[config.mk]
export PLATFORM = sky130hd
export DESIGN_NAME = mul16_seq_ctrl_flat
export DESIGN_NICKNAME = d
export VERILOG_FILES = /design/src/rtl/mul16_seq_ctrl_if.sv /design/src/rtl/mul16_seq_ctrl.sv /design/src/flat_wrapper.sv
export SDC_FILE = /design/constraint.sdc
export NUM_CORES = 1
export LEC_CHECK = 0
export BUFFER_PORTS_ARGS = -buffer_cell sky130_fd_sc_hd__clkbuf_2
export CORE_MARGIN = 2
export CORE_UTILIZATION = 60
export DETAILED_ROUTE_END_ITERATION = 10
export PLACE_DENSITY = 0.92
export SYNTH_ARGS = -nofsm -noshare
export SYNTH_HDL_FRONTEND = slang
export SYNTH_SLANG_ARGS = --single-unit
export TNS_END_PERCENT = 1
[constraint.sdc]
create_clock -name clk -period 7.2 [get_ports clk]
set_clock_uncertainty 0.1 [all_clocks]
set_input_delay 1.08 -clock clk [delete_from_list [all_inputs] [get_ports clk]]
set_output_delay 1.08 -clock clk [all_outputs]
set_load 0.005 [all_outputs]
[src/rtl/mul16_seq_ctrl_if.sv]
// Request/result bundle between a requesting datapath and the 16x16 multiply sequencer.
// The requester drives the operands and start/abort; the sequencer returns busy/done/p.
interface mul16_seq_ctrl_if #(
    parameter int HALF = 8
);
    logic                start;
    logic                abort;
    logic [2*HALF-1:0]   a;
    logic [2*HALF-1:0]   b;
    logic                busy;
    logic                done;
    logic [4*HALF-1:0]   p;

    modport master (
        output start, abort, a, b,
        input  busy, done, p
    );

    modport slave (
        input  start, abort, a, b,
        output busy, done, p
    );
endinterface

[src/rtl/mul16_seq_ctrl.sv]
// Four-pass 16x16 unsigned multiply sequencer that time-shares one external
// combinational 8x8 multiplier, accumulating the shifted partial products.
module mul16_seq_ctrl #(
    parameter int HALF = 8
) (
    input  logic              clk,
    input  logic              rst_n,
    mul16_seq_ctrl_if.slave   bus,
    output logic [HALF-1:0]   mul_a_o,
    output logic [HALF-1:0]   mul_b_o,
    input  logic [2*HALF-1:0] mul_p_i
);

    typedef enum logic [2:0] {IDLE, P0, P1, P2, P3, DONE} state_e;

    state_e              state_q, state_d;
    logic [2*HALF-1:0]   opA_q, opA_d, opB_q, opB_d;
    logic [4*HALF-1:0]   acc_q, acc_d, p_q, p_d;
    logic [HALF-1:0]     mulA_q, mulA_d, mulB_q, mulB_d;
    logic                busy_q, busy_d, done_q, done_d;
    logic [4*HALF-1:0]   prodExt;

    assign prodExt = {{(2*HALF){1'b0}}, mul_p_i};

    // Outputs are decoded from the next state so they are registered and
    // already valid during the first cycle of each pass.
    always_comb begin
        state_d = state_q;
        opA_d   = opA_q;
        opB_d   = opB_q;
        acc_d   = acc_q;
        p_d     = p_q;
        mulA_d  = '0;
        mulB_d  = '0;

        case (state_q)
            IDLE: begin
                if (bus.start && !bus.abort) begin
                    opA_d   = bus.a;
                    opB_d   = bus.b;
                    acc_d   = '0;
                    state_d = P0;
                end
            end
            P0: begin
                acc_d   = acc_q + prodExt;
                state_d = P1;
            end
            P1: begin
                acc_d   = acc_q + (prodExt << HALF);
                state_d = P2;
            end
            P2: begin
                acc_d   = acc_q + (prodExt << HALF);
                state_d = P3;
            end
            P3: begin
                acc_d   = acc_q + (prodExt << (2*HALF));
                p_d     = acc_d;
                state_d = DONE;
            end
            DONE: begin
                state_d = IDLE;
            end
            default: begin
                state_d = IDLE;
            end
        endcase

        if (state_q != IDLE && bus.abort) begin
            state_d = IDLE;
            p_d     = p_q;
        end

        busy_d = (state_d != IDLE);
        done_d = (state_d == DONE);

        case (state_d)
            P0: begin
                mulA_d = opA_d[HALF-1:0];
                mulB_d = opB_d[HALF-1:0];
            end
            P1: begin
                mulA_d = opA_d[HALF-1:0];
                mulB_d = opB_d[2*HALF-1:HALF];
            end
            P2: begin
                mulA_d = opA_d[2*HALF-1:HALF];
                mulB_d = opB_d[HALF-1:0];
            end
            P3: begin
                mulA_d = opA_d[2*HALF-1:HALF];
                mulB_d = opB_d[2*HALF-1:HALF];
            end
            default: begin
                mulA_d = '0;
                mulB_d = '0;
            end
        endcase
    end

    always_ff @(posedge clk or negedge rst_n) begin
        if (!rst_n) begin
            state_q <= IDLE;
            opA_q   <= '0;
            opB_q   <= '0;
            acc_q   <= '0;
            p_q     <= '0;
            mulA_q  <= '0;
            mulB_q  <= '0;
            busy_q  <= 1'b0;
            done_q  <= 1'b0;
        end else begin
            state_q <= state_d;
            opA_q   <= opA_d;
            opB_q   <= opB_d;
            acc_q   <= acc_d;
            p_q     <= p_d;
            mulA_q  <= mulA_d;
            mulB_q  <= mulB_d;
            busy_q  <= busy_d;
            done_q  <= done_d;
        end
    end

    assign bus.busy = busy_q;
    assign bus.done = done_q;
    assign bus.p    = p_q;
    assign mul_a_o  = mulA_q;
    assign mul_b_o  = mulB_q;

endmodule
[src/flat_wrapper.sv]
// flat-port wrapper written by rule: the top's interface ports become plain ports
module mul16_seq_ctrl_flat 
#(
    parameter int HALF = 8
)
  (clk, rst_n, mul_a_o, mul_b_o, mul_p_i, bus_start, bus_abort, bus_a, bus_b, bus_busy, bus_done, bus_p);
  mul16_seq_ctrl_if #(.HALF(HALF)) bus_i ();
  input  logic clk;
  input  logic rst_n;
  output logic [HALF-1:0] mul_a_o;
  output logic [HALF-1:0] mul_b_o;
  input  logic [2*HALF-1:0] mul_p_i;
  input wire logic [$bits(bus_i.start)-1:0] bus_start;
  input wire logic [$bits(bus_i.abort)-1:0] bus_abort;
  input wire logic [$bits(bus_i.a)-1:0] bus_a;
  input wire logic [$bits(bus_i.b)-1:0] bus_b;
  output wire logic [$bits(bus_i.busy)-1:0] bus_busy;
  output wire logic [$bits(bus_i.done)-1:0] bus_done;
  output wire logic [$bits(bus_i.p)-1:0] bus_p;
  assign bus_i.start = bus_start;
  assign bus_i.abort = bus_abort;
  assign bus_i.a = bus_a;
  assign bus_i.b = bus_b;
  assign bus_busy = bus_i.busy;
  assign bus_done = bus_i.done;
  assign bus_p = bus_i.p;
  mul16_seq_ctrl #(.HALF(HALF)) u_core (.clk(clk), .rst_n(rst_n), .bus(bus_i), .mul_a_o(mul_a_o), .mul_b_o(mul_b_o), .mul_p_i(mul_p_i));
endmodule
Word level (Yosys, flattened, before mapping)
Index checks and enable logic that the tools add are counted.
{"block": "op_classes", "muxes": 11, "n_reduce_logical": 14, "eq_ne": 10, "add_sub_neg": 3, "n_bitwise": 1}
{"operator": "$pmux W32 S4", "n": 1}
{"operator": "$mux W16", "n": 4}
{"operator": "$add A32 B16 Y32", "n": 1}
{"operator": "$add A32 B24 Y32", "n": 1}
{"operator": "$add A32 B32 Y32", "n": 1}
{"operator": "$mux W32", "n": 1}
{"operator": "$pmux W8 S2", "n": 2}
{"operator": "$pmux W3 S5", "n": 1}
{"operator": "$eq A3 B2 Y1 const B", "n": 4}
{"operator": "$reduce_or A2 Y1", "n": 5}
{"operator": "$eq A3 B3 Y1 const B", "n": 3}
{"operator": "$eq A3 B1 Y1 const B", "n": 2}
{"operator": "$mux W3", "n": 2}
{"operator": "$reduce_bool A3 Y1", "n": 2}
{"operator": "$reduce_and A2 Y1", "n": 2}
{"operator": "$reduce_bool A4 Y1", "n": 1}
{"operator": "$logic_not A3 Y1", "n": 1}
{"operator": "$logic_and A1 B1 Y1", "n": 2}
{"operator": "$ne A2 B1 Y1 const B", "n": 1}
{"operator": "$logic_not A1 Y1", "n": 1}
{"operator": "$not A1 Y1", "n": 1}
{"block": "totals", "output_inout_bits": 50, "ff_bits": 117}

Longest topological paths before layout
{"block": "depth", "word_depth": 8, "mapped_depth": 11, "depth_no_buf": 11}

Worst setup path after synthesis
No wires, ideal clock.
{"block": "synth_timing", "path_kind": "input to register", "startpoint": "input mul_p_i[0]", "endpoint": "register u_core.acc_q[28]", "path_buffers": 0, "path_stages": 9, "arrival_time_ns": 2.975, "setup_slack_ns": 4.001, "cell_sequence": "ha_1 > fa_1 > a21o_1 > a41oi_2 > o311ai_1 > a31o_2 > nand3_1 > xnor2_1 > a211o_1"}
{"block": "synth_via", "elab_chain_cells": 2}
{"element": "start: declaration", "line": "flat_wrapper.sv:12", "source": "input logic [2*HALF-1:0] mul_p_i;"}
{"element": "$add A32 B32 Y32, or another cell as far along", "line": "mul16_seq_ctrl.sv:58", "source": "acc_d = acc_q + (prodExt << (2*HALF));"}
{"element": "$pmux W32 S4 *", "line": "mul16_seq_ctrl.sv:36", "source": "case (state_q)"}
{"element": "end signal: assignment", "line": "mul16_seq_ctrl.sv:107", "source": "acc_q <= '0;"}
{"element": "end signal: assignment", "line": "mul16_seq_ctrl.sv:117", "source": "acc_q <= acc_d;"}
{"element": "end: declaration", "line": "mul16_seq_ctrl.sv:18", "source": "logic [4*HALF-1:0] acc_q, acc_d, p_q, p_d;"}
Every way passes the cells marked *; elsewhere a longest branch is shown, timed or not.
A chain may end at the register's enable or synchronous reset.

Worst setup path in the final report
{"block": "layout_timing", "startpoint": "input mul_p_i[1]", "endpoint": "register u_core.acc_q[22]"}
The elaborated chain is that of the path after synthesis.

==> summary.txt <==
Status
  – Status: finished clean

Pwr
  – Worst vdd ir: 0.187 mV
  – Static leakage: 0.00409 µW
  – Power Density: 407 mW/mm²

CTS
  – Clock-pin slew on the worst setup and hold paths: 60 ps
  – CTS max path bufs: 2
  – CTS tree: yes
  – CTS Hold Buffers Added: 0
  – Post-cts sizing count: 0
  – CTS Root Cell: clkbuf_16
  – Post-CTS setup buffer count: 0
  – Cts bufs inserted: 17
  – Clk_lat worst skew: 430 ps
  – Sinks on Clock Net: 117
  – Max H-tree Level: 4

Timing
  – Final setup fails: 0
  – Period utilization: 0.477
  – Final hold viol count: 0
  – Slew headroom: 0.262
  – RSZ-0062 raised after global routing: no
  – Fin crit period: 3430 ps
  – Setup TNS: 0 ps
  – Fmax: 291 MHz
  – Slew Limit Fails: 0
  – Worst hold slack: 382 ps
  – Slew @ Worst Pin: 1110 ps

Place
  – Port bufs: 101
  – Placer Congestion: 0.962
  – DP Area: 0.00779 mm²
  – Detailed placement HPWL: 13800 µm

Yosys
  – Yosys reg bits: 117
  – Share of the synthesized area in the top cell type: 0.408
  – Synth Net Count: 851
  – Post-Synthesis Cells: 749
  – Ys flop type: dfrtp_1
  – Synth warn: 0
  – Top cells by area, synth: dfrtp_1 (41%), ha_1 (8.2%), nand2_1 (5.9%), xnor2_1 (3.9%), mux2_2 (3.3%)
  – Asr flop ratio synth: 1.00
  – Avg Inst Size Synth: 9.58 µm²
  – EDFF count, synth: 0
  – Post-synthesis cell type count: 80
  – Area leader, netlist: dfrtp_1
  – Mapped cell area: 0.00718 mm²
  – Seq/Total Area, Yosys: 0.408

Drt
  – DRC errors left: 0
  – Drt wl/cell: 21.6 µm
  – Initial DRT Pass Iterations: 8
  – Vias/cell: 6.67
  – Antenna Nets Post-Route: 0
  – Total Wirelength: 21600 µm
  – Via Count: 6693
  – DR iter-0 viols: 992

Critical path
  – Cells along the critical path: clkbuf_2 > inv_1 > fa_1 > nor2b_1 > o2111ai_1 > nand3_1 > nand4b_1 > a21oi_2 > a31oi_1 > o21ai_0 > o211ai_1
  – Worst-path fanout max: 6
  – Setup crit end kind: flip-flop
  – Crit path buf inv count: 2
  – Max stage delay cell, worst path: fa_1
  – CP required: 7380 ps
  – Slowest stage delay, CP: 470 ps
  – Setup CP Type: in -> reg
  – Largest delay share family, worst path: compound AO/OA/AOI/OAI gates
  – WP data arrival: 3610 ps
  – CP Launch Type: primary input

GRT
  – First-pass GRT wire length: 34400 µm
  – Largest net degree at the start of global routing: 83
  – Remaining Overflow, GRT: 0
  – GRT Util Overall: 0.346
  – Initial antenna violation count: 0
  – Number of global-route vias before repair: 6521

Die
  – Area of the core: 0.0116 mm²
  – I/O pin count: 102
  – Die height: 113 µm
  – Chip width: 113 µm
  – Initial core utilization: 0.621
  – Die area: 0.0129 mm²
  – # rows: 39

Finish
  – Commonest cells after routing, fill and taps aside: dfrtp_1 (117), nand2_1 (112), clkbuf_2 (100), ha_1 (47), o21ai_0 (45)
  – Fin nets: 949
  – N_diodes: 0
  – Commonest non-fill, non-tap cell in the layout: dfrtp_1
  – Post-layout util: 0.725
  – Final Cell Area: 0.00839 mm²
  – Syn-to-layout area delta: 16.9%
  – Footprint of the multi-input gates: 0.00403 mm²
  – Sequential cell area: 0.00293 mm²
  – Layout cells sized above 1: 0.219
  – Fill count: 765

Min path
  – Class of the worst hold path: reg -> reg

Run
  – MaxCap Viol Count: 0
path summary, 6_finish.rpt:
check                                  from               end  slack, ps  depth (start not counted)
setup / recovery                 mul_p_i[1]  u_core.acc_q[22]       3770                         11
hold reg to reg            u_core.bus.p[27]  u_core.bus.p[27]        380                          2
setup reg to reg            u_core.acc_q[0]  u_core.acc_q[22]       4130                         11
min in group asynchronous             rst_n   u_core.bus.p[9]        520                          1
hold / removal             u_core.bus.p[27]  u_core.bus.p[27]        380                          2
max in group asynchronous             rst_n   u_core.opB_q[0]       5130                          2
cell families (layout without fill, tap and decap cells):
kind of cell,after synthesis,in the layout,synth area share
AOI/OAI and AO/OA,213,213,0.208
xor gates and xnor gates,47,47,0.0573
adders and majority gates,50,50,0.0903
buffers and inverters,55,166,0.0305
DFF,117,117,0.408
muxes,37,37,0.0560
and+or+nand+nor,230,230,0.150
through the flow:
step                      total power, µW  cells  worst slack, ps
after floorplan                      2030    749             4000
after global placement               2390    971             3690
after detailed placement             2440    971             3540
after CTS                            3350   1003             3870
after global routing                 3580   1003             3750
final                                3420   1003             3770
registers in the layout, indices dropped and copies added, names as in the netlist:
| signal | count |
|---|---|
| u_core.acc_q | 32 |
| u_core.bus.p | 32 |
| u_core.opA_q | 16 |
| u_core.opB_q | 16 |
| u_core.mul_a_o | 8 |
| u_core.mul_b_o | 8 |
| u_core.state_q | 3 |
| u_core.bus.busy | 1 |
| u_core.bus.done | 1 |
synthesized netlist by cell type (15+ instances only):
cell / number
inv_1: 27
clkbuf_1: 16
mux2_2: 21
nor2_1: 34
nand2_1: 112
o21ai_0: 45
a21oi_1: 35
xnor2_1: 32
o21ai_1: 22
ha_1: 47
xor2_1: 15
nand3_1: 24
dfrtp_1: 117
report_power, final:
part	total, µW	leakage, µW	switching (µW)	internal, µW
sequential	1080	0.00150	217	866
clock	860	0.000296	342	518
combinational	1470	0.00229	859	613
worst min-delay path, cell delays in order (launching register included):
cell	delay, ps
dfrtp_1	340
nand2_1	50
o21ai_0	60
metal layers:
layer,global-route usage,vias up,wire [µm],part of all wire
met5,0,-,0,0
met4,0.144,0,1060,0.049
met3,0.0845,121,2360,0.11
met2,0.552,501,9810,0.45
met1,0.454,3148,8410,0.39
li1,-,2923,-,-
area by class of cell:
| type | count | share of cell area |
|---|---|---|
| Timing Repair Buffer | 106 | 0.0650 |
| Clock buffer | 17 | 0.0507 |
| Multi-Input combinational cell | 577 | 0.481 |
| Tap cell | 143 | 0.0213 |
| Sequential cell | 117 | 0.349 |
| Clock inverter | 15 | 0.0204 |
| Inverter | 28 | 0.0125 |
No activity file was read; power rests on OpenSTA's default activity.
